### config.mk
export PLATFORM = sky130hd
export DESIGN_NAME = axis_video_timing_out_flat
export DESIGN_NICKNAME = d
export VERILOG_FILES = /design/src/rtl/axis_video_timing_out_pkg.sv /design/src/rtl/axis_video_timing_out_if.sv /design/src/rtl/axis_video_timing_out_gen.sv /design/src/rtl/axis_video_timing_out.sv /design/src/flat_wrapper.sv
export SDC_FILE = /design/constraint.sdc
export NUM_CORES = 1
export LEC_CHECK = 0
export ABC_AREA = 1
export CORE_UTILIZATION = 50
export DETAILED_ROUTE_END_ITERATION = 10
export PLACE_DENSITY = 0.92
export REMOVE_ABC_BUFFERS = 1
export SLEW_MARGIN = 25
export SYNTH_ARGS = -nofsm -noshare
export SYNTH_HDL_FRONTEND = slang
export SYNTH_SLANG_ARGS = --single-unit
### constraint.sdc
create_clock -name i_pclk -period 1.9 [get_ports i_pclk]
set_input_delay 0.38 -clock i_pclk [delete_from_list [all_inputs] [get_ports i_pclk]]
set_output_delay 0.38 -clock i_pclk [all_outputs]
set_load 0.01 [all_outputs]
### src/rtl/axis_video_timing_out_pkg.sv
// Shared timing constants, counter type and lock-state encoding
// for the video timing output path.
package video_timing_pkg;

  localparam int H_ACTIVE_1080P = 1920;
  localparam int H_FP_1080P     = 88;
  localparam int H_SYNC_1080P   = 44;
  localparam int H_BP_1080P     = 148;
  localparam int V_ACTIVE_1080P = 1080;
  localparam int V_FP_1080P     = 4;
  localparam int V_SYNC_1080P   = 5;
  localparam int V_BP_1080P     = 36;

  localparam int H_TOTAL_1080P =
    H_ACTIVE_1080P + H_FP_1080P +
    H_SYNC_1080P + H_BP_1080P;
  localparam int V_TOTAL_1080P =
    V_ACTIVE_1080P + V_FP_1080P +
    V_SYNC_1080P + V_BP_1080P;

  localparam int RGB_W = 24;

  typedef logic [11:0] vcnt_t;
  typedef logic [RGB_W-1:0] rgb_t;

  typedef enum logic [1:0] {
    UNLOCKED,
    ALIGN,
    RUN
  } lock_state_e;

endpackage

### src/rtl/axis_video_timing_out_if.sv
// AXI4-Stream pixel link from the line buffer, with the
// start-of-frame sideband.
interface axis_video_timing_out_if;
  import video_timing_pkg::*;

  logic valid;
  rgb_t data;
  logic last;
  logic sof;
  logic ready;

  modport master (
    output valid, data, last, sof,
    input  ready
  );

  modport slave (
    input  valid, data, last, sof,
    output ready
  );

endinterface

### src/rtl/axis_video_timing_out_gen.sv
// Free-running h/v raster counters with active/sync decode;
// shared between the receive and transmit video paths.
module video_timing_gen
  import video_timing_pkg::*;
#(
  parameter int H_ACTIVE = H_ACTIVE_1080P,
  parameter int H_FP     = H_FP_1080P,
  parameter int H_SYNC   = H_SYNC_1080P,
  parameter int H_BP     = H_BP_1080P,
  parameter int V_ACTIVE = V_ACTIVE_1080P,
  parameter int V_FP     = V_FP_1080P,
  parameter int V_SYNC   = V_SYNC_1080P,
  parameter int V_BP     = V_BP_1080P
) (
  input  logic clk_i,
  input  logic rst_ni,
  output logic active_o,
  output logic hsync_o,
  output logic vsync_o,
  output logic origin_o,
  output logic line_end_o,
  output logic frame_end_o
);

  localparam int H_TOTAL =
    H_ACTIVE + H_FP + H_SYNC + H_BP;
  localparam int V_TOTAL =
    V_ACTIVE + V_FP + V_SYNC + V_BP;

  localparam vcnt_t H_LAST = vcnt_t'(H_TOTAL - 1);
  localparam vcnt_t V_LAST = vcnt_t'(V_TOTAL - 1);
  localparam vcnt_t H_ACT  = vcnt_t'(H_ACTIVE);
  localparam vcnt_t V_ACT  = vcnt_t'(V_ACTIVE);
  localparam vcnt_t HS_BEG = vcnt_t'(H_ACTIVE + H_FP);
  localparam vcnt_t HS_END =
    vcnt_t'(H_ACTIVE + H_FP + H_SYNC);
  localparam vcnt_t VS_BEG = vcnt_t'(V_ACTIVE + V_FP);
  localparam vcnt_t VS_END =
    vcnt_t'(V_ACTIVE + V_FP + V_SYNC);

  vcnt_t h_q, h_d;
  vcnt_t v_q, v_d;
  logic  h_wrap;

  always_comb begin
    h_wrap = (h_q == H_LAST);
    h_d    = h_wrap ? '0 : h_q + 12'd1;
    v_d    = v_q;
    if (h_wrap) begin
      v_d = (v_q == V_LAST) ? '0 : v_q + 12'd1;
    end
  end

  always_ff @(posedge clk_i) begin
    if (!rst_ni) begin
      h_q <= '0;
      v_q <= '0;
    end else begin
      h_q <= h_d;
      v_q <= v_d;
    end
  end

  // vsync depends on v only, so it moves at h == 0
  assign active_o    = (h_q < H_ACT) && (v_q < V_ACT);
  assign hsync_o     = (h_q >= HS_BEG) && (h_q < HS_END);
  assign vsync_o     = (v_q >= VS_BEG) && (v_q < VS_END);
  assign origin_o    = (h_q == '0) && (v_q == '0);
  assign line_end_o  = (h_q == H_ACT - 12'd1);
  assign frame_end_o = h_wrap && (v_q == V_LAST);

endmodule

### src/rtl/axis_video_timing_out.sv
// Locks an AXI4-Stream pixel source to locally generated
// display timing; blanks and relocks on underflow or misframing.
module axis_video_timing_out
  import video_timing_pkg::*;
#(
  parameter int H_ACTIVE = H_ACTIVE_1080P,
  parameter int H_FP     = H_FP_1080P,
  parameter int H_SYNC   = H_SYNC_1080P,
  parameter int H_BP     = H_BP_1080P,
  parameter int V_ACTIVE = V_ACTIVE_1080P,
  parameter int V_FP     = V_FP_1080P,
  parameter int V_SYNC   = V_SYNC_1080P,
  parameter int V_BP     = V_BP_1080P,
  parameter bit HS_POL   = 1'b1,
  parameter bit VS_POL   = 1'b1
) (
  input  logic                    i_pclk,
  input  logic                    i_rst_n,
  axis_video_timing_out_if.slave  s_axis,
  output rgb_t                    o_rgb,
  output logic                    o_hsync,
  output logic                    o_vsync,
  output logic                    o_de,
  output logic                    o_locked,
  output logic                    o_underflow,
  output logic                    o_frame_err
);

  logic active, hsync, vsync;
  logic origin, line_end, frame_end;

  video_timing_gen #(
    .H_ACTIVE (H_ACTIVE),
    .H_FP     (H_FP),
    .H_SYNC   (H_SYNC),
    .H_BP     (H_BP),
    .V_ACTIVE (V_ACTIVE),
    .V_FP     (V_FP),
    .V_SYNC   (V_SYNC),
    .V_BP     (V_BP)
  ) u_gen (
    .clk_i       (i_pclk),
    .rst_ni      (i_rst_n),
    .active_o    (active),
    .hsync_o     (hsync),
    .vsync_o     (vsync),
    .origin_o    (origin),
    .line_end_o  (line_end),
    .frame_end_o (frame_end)
  );

  lock_state_e state_q, state_d;
  logic ready, accept, underflow, frame_err;
  logic sof_pix;

  rgb_t rgb_q;
  logic de_q, hs_q, vs_q;
  logic locked_q, uf_q, fe_q;

  assign sof_pix = s_axis.valid && s_axis.sof;

  always_comb begin
    state_d   = state_q;
    ready     = 1'b0;
    accept    = 1'b0;
    underflow = 1'b0;
    frame_err = 1'b0;
    unique case (state_q)
      UNLOCKED: begin
        ready = !sof_pix;
        if (sof_pix) state_d = ALIGN;
      end
      ALIGN: begin
        if (frame_end) state_d = RUN;
      end
      RUN: begin
        if (active) begin
          ready = !(sof_pix && !origin);
          if (!s_axis.valid) begin
            underflow = 1'b1;
            state_d   = UNLOCKED;
          end else if (s_axis.sof && !origin) begin
            // hold the early sof pixel for the next frame
            frame_err = 1'b1;
            state_d   = ALIGN;
          end else begin
            accept = 1'b1;
            if ((s_axis.sof != origin) ||
                (s_axis.last != line_end)) begin
              frame_err = 1'b1;
              state_d   = UNLOCKED;
            end
          end
        end
      end
      default: state_d = UNLOCKED;
    endcase
  end

  assign s_axis.ready = i_rst_n && ready;

  always_ff @(posedge i_pclk) begin
    if (!i_rst_n) begin
      state_q  <= UNLOCKED;
      rgb_q    <= '0;
      de_q     <= 1'b0;
      hs_q     <= !HS_POL;
      vs_q     <= !VS_POL;
      locked_q <= 1'b0;
      uf_q     <= 1'b0;
      fe_q     <= 1'b0;
    end else begin
      state_q  <= state_d;
      rgb_q    <= accept ? s_axis.data : '0;
      de_q     <= active;
      hs_q     <= hsync ? HS_POL : !HS_POL;
      vs_q     <= vsync ? VS_POL : !VS_POL;
      locked_q <= (state_d == RUN);
      uf_q     <= underflow;
      fe_q     <= frame_err;
    end
  end

  assign o_rgb       = rgb_q;
  assign o_de        = de_q;
  assign o_hsync     = hs_q;
  assign o_vsync     = vs_q;
  assign o_locked    = locked_q;
  assign o_underflow = uf_q;
  assign o_frame_err = fe_q;

endmodule

### src/flat_wrapper.sv
// flat-port wrapper written by rule: the top's interface ports become plain ports
module axis_video_timing_out_flat import video_timing_pkg::*;
#(
  parameter int H_ACTIVE = H_ACTIVE_1080P,
  parameter int H_FP     = H_FP_1080P,
  parameter int H_SYNC   = H_SYNC_1080P,
  parameter int H_BP     = H_BP_1080P,
  parameter int V_ACTIVE = V_ACTIVE_1080P,
  parameter int V_FP     = V_FP_1080P,
  parameter int V_SYNC   = V_SYNC_1080P,
  parameter int V_BP     = V_BP_1080P,
  parameter bit HS_POL   = 1'b1,
  parameter bit VS_POL   = 1'b1
)
  (i_pclk, i_rst_n, o_rgb, o_hsync, o_vsync, o_de, o_locked, o_underflow, o_frame_err, s_axis_valid, s_axis_data, s_axis_last, s_axis_sof, s_axis_ready);
  axis_video_timing_out_if s_axis_i ();
  input  logic i_pclk;
  input  logic i_rst_n;
  output rgb_t o_rgb;
  output logic o_hsync;
  output logic o_vsync;
  output logic o_de;
  output logic o_locked;
  output logic o_underflow;
  output logic o_frame_err;
  input wire logic [$bits(s_axis_i.valid)-1:0] s_axis_valid;
  input wire logic [$bits(s_axis_i.data)-1:0] s_axis_data;
  input wire logic [$bits(s_axis_i.last)-1:0] s_axis_last;
  input wire logic [$bits(s_axis_i.sof)-1:0] s_axis_sof;
  output wire logic [$bits(s_axis_i.ready)-1:0] s_axis_ready;
  assign s_axis_i.valid = s_axis_valid;
  assign s_axis_i.data = s_axis_data;
  assign s_axis_i.last = s_axis_last;
  assign s_axis_i.sof = s_axis_sof;
  assign s_axis_ready = s_axis_i.ready;
  axis_video_timing_out #(.H_ACTIVE(H_ACTIVE), .H_FP(H_FP), .H_SYNC(H_SYNC), .H_BP(H_BP), .V_ACTIVE(V_ACTIVE), .V_FP(V_FP), .V_SYNC(V_SYNC), .V_BP(V_BP), .HS_POL(HS_POL), .VS_POL(VS_POL)) u_core (.i_pclk(i_pclk), .i_rst_n(i_rst_n), .s_axis(s_axis_i), .o_rgb(o_rgb), .o_hsync(o_hsync), .o_vsync(o_vsync), .o_de(o_de), .o_locked(o_locked), .o_underflow(o_underflow), .o_frame_err(o_frame_err));
endmodule
==> metrics, run 1 <==
number of H-tree levels=2; CP peak stage delay=0.34 ns; final hold vios=0; relative slew slack=68.4%; Arr. time, crit path=between 1.5 and 2 ns; commonest non-fill, non-tap cell in the layout=buf_4; Antenna Nets Post-Route=0; Worst EP required=1.52 ns; post-route clock period utilization=114%; Core Area=a little under 0.005 mm^2; Seq/Total Area, Yosys=about 43%; area share of the largest cell type after synthesis=between 40% and 50%; Die Y=74.0 um; fmax=between 400 and 500 MHz; power per cell area=~530 mW/mm^2; antenna cells=0; Nets=about 500; final setup violation count=29; antenna violations before repair=0; run status=finished with violations; CP endpoint kind=primary output; Final Slew Violations=0; top post-synthesis cells by area=dfxtp_1, inv_1, nand2_1; Port Buf Inserts=slightly below 60; GRT Total Usage=a little under a third; final worst setup slack=-0.268 ns; leakage=1.69 nW; initial core utilization=53.4%; maximum vdd ir drop=between 0.0004 and 0.0005 V; Layout area overhead=54.3%; HP Class=reg2reg; Num Clock Sinks=56; WL final=approximately 9500 um; synthesized area=approximately 0.0026 mm^2; clock latency on the worst-skew pair=about 0.34 ns; register bit count reported by yosys=between 50 and 60; largest net degree at the start of global routing=18; RD Place Congestion=slightly above 0.9; pre-CTS WS=-0.268 ns; remaining global-route overflow=0; first-pass GRT wire length=around 13000 um; row count=25; clk buf depth=2; Slew @ Worst Pin=about 0.47 ns; Synth Area per Inst=about 7.5 um^2; Die Span X=between 70 and 80 um; share of post-route cells with drive strength above 1=roughly a third; max_cap viols=0; Detailed Route Iter0 Violations=between 200 and 300; critical path, cell by cell=nor2_1 > nand3_1 > nand3b_1 > nand2_1 > nand3_2 > a21oi_2 > buf_2; CTS tree=built; vias in the first global route=2949; critical path's slowest cell=dfxtp_1; synth warn=0; violated checks=setup timing; via density per instance=approximately 5.6; Top Ports=60; via count=approximately 3000; die area=0.00547 mm^2; wire length per cell=about 18 um; CTS Buf Count=5; post-synth cell types=32; HPWL Detailed=~5600 um; crit start category=flip-flop; kind of critical path=reg2out; Worst Skew=0.0126 ns; RSZ-0062 raised after global routing=yes; DRC Markers=0; final hold slack=between 0.5 and 0.6 ns; min cycle time layout=approximately 2.2 ns; most frequent cells in the layout=buf_4, inv_1, clkdlybuf4s50_1; area leader, netlist=dfxtp_1; CTS root buf=clkbuf_8; Worst-path clk slew=0.10 ns; Crit Path Max Fanout=3; Post-Syn Instances=between 300 and 400; Pre-antenna DRT Iters=8
flip-flops by register name (all words and copies together), names as in the netlist:
signal / flops
u_core.o_de: 1
u_core.o_frame_err: 1
u_core.o_hsync: 1
u_core.o_locked: 1
u_core.o_rgb: 24
u_core.o_underflow: 1
u_core.o_vsync: 1
u_core.state_q: 2
u_core.u_gen.h_q: 12
u_core.u_gen.v_q: 12
final cells by class:
class | instances | area, um^2
timing repair buffer | 123 | 1100
fill | 267 | 853
tap | 67 | 83.8
clock buffer | 6 | 72.6
clock inverter | 2 | 16.3
inverter | 70 | 263
sequential | 56 | 1130
multi-input combinational | 214 | 1330
where the power goes:
| group | switching (mW) | total (mW) | internal, mW |
|---|---|---|---|
| clock network | 0.417 | 0.681 | 0.263 |
| logic | 0.117 | 0.239 | 0.121 |
| registers | 0.00485 | 1.19 | 1.18 |
per-stage QoR:
stage / power, mW / setup TNS, ns / area, um^2 / instances / util [%]
2_1_floorplan: 1.29 / 0 / 2540 / 340 / -
3_3_place_gp: 1.39 / -0.399 / 3640 / 518 / 75.1
3_5_place_dp: 1.40 / -0.669 / 3640 / 518 / 75.1
4_1_cts: 2.06 / -0.282 / 3860 / 536 / 79.6
5_1_grt: 2.17 / -4.70 / 4000 / 538 / 82.4
6_report: 2.11 / -1.50 / 4000 / 538 / 82.4
cell usage after synthesis:
| library cell | number |
|---|---|
| o21ai_0 | 7 |
| or2_1 | 1 |
| nor2_2 | 16 |
| nor3_2 | 2 |
| o22ai_1 | 1 |
| clkbuf_1 | 1 |
| buf_12 | 2 |
| ha_1 | 5 |
| nand3_1 | 22 |
| nor3_1 | 13 |
| o21a_1 | 1 |
| nor2_1 | 45 |
| or2_2 | 1 |
| nor2_4 | 7 |
| xor2_1 | 6 |
| nand3b_1 | 1 |
| dfxtp_1 | 56 |
| nand2_2 | 2 |
| o211ai_1 | 1 |
| nor3b_1 | 1 |
| a21oi_1 | 19 |
| nor3b_2 | 1 |
| nand2_1 | 46 |
| nand3b_4 | 1 |
| o31ai_1 | 1 |
| inv_2 | 4 |
| a21oi_2 | 1 |
| buf_2 | 1 |
| nor4_1 | 4 |
| inv_1 | 66 |
| nand2_4 | 1 |
| nand4_1 | 8 |
worst paths after layout:
kind                                     startpoint             endpoint  slack [ns]  cells after the start
worst max register to register  u_core.u_gen.v_q[4]      u_core.o_locked       -0.18                     11
worst min-delay path            u_core.u_gen.h_q[0]  u_core.u_gen.h_q[0]        0.51                      2
worst min register to register  u_core.u_gen.h_q[0]  u_core.u_gen.h_q[0]        0.51                      2
worst max-delay path            u_core.u_gen.v_q[4]         s_axis_ready       -0.27                      7
routing by layer:
| layer | global-route usage (%) | up-vias | part of all wire (%) |
|---|---|---|---|
| li1 | - | 1323 | - |
| met1 | 32.5 | 1360 | 34 |
| met2 | 57.5 | 261 | 49 |
| met3 | 9.35 | 95 | 9.4 |
| met4 | 19.2 | 0 | 7.3 |
| met5 | 0 | - | 0 |
logic make-up after synthesis:
logic type	after synthesis	share of synthesized area, %
xor gates and xnor gates	6	2.03
AOI/OAI and AO/OA	31	6.47
and+or+nand+nor	172	33.8
buffers and inverters	74	12.0
DFF	56	43.3
adders and majority gates	5	2.42
worst max-delay path, delay by kind of cell, from the launching register on:
| family | cells | cell delay [ns] |
|---|---|---|
| AO/OA/AOI/OAI | 1 | 0.10 |
| buffers and inverters | 1 | 0.14 |
| flip-flops | 1 | 0.34 |
| AND/OR/NAND/NOR | 5 | 0.87 |
timing repair:
item	4_1_cts	5_1_grt
setup endpoints to repair	6	39
endpoints found under the hold margin	0	0
buffers inserted	10	4
pin swaps	8	10
gates resized for setup	20	38
hold buffers	0	0
(Power assumes the default switching activity.)
==> run 2, diff against run 1 <==
--- a/config.mk
+++ b/config.mk
@@ -7,7 +7,9 @@
 export LEC_CHECK = 0
 export ABC_AREA = 1
 export CORE_UTILIZATION = 50
+export CTS_CLUSTER_SIZE = 24
 export DETAILED_ROUTE_END_ITERATION = 10
+export GPL_ROUTABILITY_DRIVEN = 0
 export PLACE_DENSITY = 0.92
 export REMOVE_ABC_BUFFERS = 1
 export SLEW_MARGIN = 25
==> metrics, run 2 (synthesis results as in run 1) <==
final hold vios=0 (unchanged); kind of critical path=reg2reg; HP Class=reg2reg; combinational cell fraction of total power=11.7% (+0.4 points); antenna cells=0 (unchanged); critical path's slowest cell=dfxtp_1; maximum vdd ir drop=0.000542 V (+13%); violated checks=setup timing; power per cell area=535 mW/mm^2 (+1.5%); GRT Total Usage=30.6% (-1.3 points); Num Clock Sinks=56 (unchanged); via density per instance=5.42 (-4.1%); largest net degree at the start of global routing=18 (unchanged); Worst-path clk slew=0.10 ns (about the same); sw power=0.529 mW (-2.0%); run status=finished with violations; CTS Buf Count=5 (unchanged); R2R cell count=14 (+3); relative slew slack=71.4% (+3.0 points); Antenna Nets Post-Route=0 (unchanged); CP peak stage delay=0.34 ns (about the same); clock latency on the worst-skew pair=0.32 ns (-0.02 ns); remaining global-route overflow=0 (unchanged); Clk pwr share=31.8% (-0.5 points); Arr. time, crit path=2.39 ns (+0.60 ns); max_cap viols=0 (unchanged); commonest non-fill, non-tap cell in the layout=clkdlybuf4s50_1; filler-free cell count of the finished design=530 (-1.5%); R2R Path Start=u_core.u_gen.v_q[0]; wire length per cell=16.0 um (-9.3%); RSZ-0062 raised after global routing=yes; final hold slack=0.544 ns (+0.0298 ns); CP endpoint kind=flip-flop; Crit Path Max Fanout=3 (unchanged); final setup violation count=5 (-83%); Pint=1.57 mW (+0.12%); WL final=8500 um (-11%); max reg flops=24 (unchanged); Worst EP required=2.14 ns (+0.62 ns); critical path, cell by cell=inv_2 > ha_4 > nand3_1 > nor2_1 > nand3b_1 > buf_4 > buf_6 > ha_4 > nand2_4 > nor2_4 > nand2_1 > nand2_1 > nand3_2 > a21oi_1; first-pass GRT wire length=12600 um (-3.6%); Slew @ Worst Pin=0.428 ns (-0.0457 ns); antenna violations before repair=0 (unchanged); CTS root buf=clkbuf_8; die area=0.00547 mm^2 (unchanged); reg2reg setup slack=-0.25 ns (-0.07 ns); Pre-antenna DRT Iters=5 (-3); HPWL Detailed=5420 um (-3.0%); DRC Markers=0 (unchanged); vias in the first global route=2805 (-4.9%); Worst Hold Path EP=u_core.u_gen.h_q[0]; share of post-route cells with drive strength above 1=30.9% (-1.6 points); Top Ports=60 (unchanged); Port Buf Inserts=59 (unchanged); setup total negative slack=-0.802 ns (+0.699 ns); most frequent cells in the layout=clkdlybuf4s50_1, inv_1, dfxtp_1; Die Y=74.0 um (unchanged); Hold Path Origin=u_core.u_gen.h_q[0]; CTS tree=built; via count=2871 (-5.5%); Final Slew Violations=0 (unchanged); min cycle time layout=2.15 ns (-0.0204 ns); clk buf depth=2 (unchanged); R2R Path End=u_core.state_q[0]; Detailed Route Iter0 Violations=299 (+5.3%); number of H-tree levels=2 (unchanged); Layout area overhead=51.3%; fmax=466 MHz (+0.95%); Nets=496 (-1.6%); Die Span X=74.0 um (unchanged); sequential share of power=56.6% (+0.3 points); crit start category=flip-flop; leakage=1.66 nW (-2.2%); final design utilization=80.8% (-1.6 points); worst hold path cell count=2 (unchanged); cell count after placement=517 (-0.19%); initial core utilization=53.4% (unchanged); Worst Skew=0.00858 ns (-0.00400 ns); post-route clock period utilization=113% (-1.1 points); row count=25 (unchanged); Core Area=0.00485 mm^2 (unchanged); sw frac=25.2% (-0.40 points); final worst setup slack=-0.248 ns (+0.0204 ns)
[run 2: changes by cell type in the layout (fill, tap and decap cells not counted), moves of 3 or more]
| cell | delta |
|---|---|
| dfxtp_2 | -4 |
| nand2_2 | +3 |
| buf_4 | -9 |
| nand2_1 | -5 |
| dfxtp_1 | +4 |
[run 2: what timing repair did]
item | CTS | global route
gates cloned | 0 | 0
gates resized for setup | 19 | 42
endpoints found under the setup margin | 6 | 38
pin swaps | 8 | 13
hold buffers | 0 | 0
setup buffers | 3 | 5
[run 2: how the worst max path moves through the flow]
stage	slack, ns	end	start	cells past startpoint
final	-0.25	u_core.state_q[0]	u_core.u_gen.v_q[0]	14
after global routing	-0.33	u_core.state_q[0]	u_core.u_gen.h_q[6]	14
after CTS	-0.16	s_axis_ready	u_core.u_gen.h_q[6]	9
after detailed placement	-0.32	s_axis_ready	s_axis_sof	7
after global placement	-0.22	s_axis_ready	s_axis_sof	7
after floorplan	0.19	u_core.o_locked	u_core.u_gen.h_q[6]	12
[run 2: cell type report]
type	count	area (um^2)
inverter	70	265
clock inverter	3	18.8
sequential	56	1120
multi-input combinational	214	1320
tap	67	83.8
clock buffer	5	68.8
fill	275	930
timing repair buffer	115	1040
[run 2: stage by stage]
| step | worst slack [ns] | power (mW) | instance area [um^2] |
|---|---|---|---|
| floorplan | 0.191 | 1.29 | 2540 |
| global placement | -0.218 | 1.39 | 3620 |
| detailed placement | -0.325 | 1.40 | 3620 |
| CTS | -0.158 | 2.05 | 3780 |
| global route | -0.330 | 2.17 | 3920 |
| finish | -0.248 | 2.10 | 3920 |
[run 2: critical path: cells and delay by family, from the launching register on]
kind / cells / cell delay, ns
AND/OR/NAND/NOR: 8 / 0.79
AO/OA/AOI/OAI: 1 / 0.17
flip-flops: 1 / 0.34
adder cells (fa/ha/maj): 2 / 0.41
buffers and inverters: 3 / 0.36
[run 2: power by group through the flow]
stage	sequential [mW]	combinational [mW]	clock (mW)
4_1_cts	1.18	0.215	0.653
3_5_place_dp	1.21	0.191	0
3_3_place_gp	1.21	0.181	0
2_1_floorplan	1.21	0.0727	0
5_1_grt	1.19	0.264	0.715
6_report	1.19	0.245	0.666
[run 2: layer usage]
| metal | GRT usage [%] | routed length [um] | share of wire, % |
|---|---|---|---|
| met1 | 32.7 | 2960 | 35 |
| met2 | 53.9 | 4350 | 51 |
| met3 | 9.62 | 686 | 8.1 |
| met4 | 16.5 | 500 | 5.9 |
| met5 | 0 | 0 | 0 |
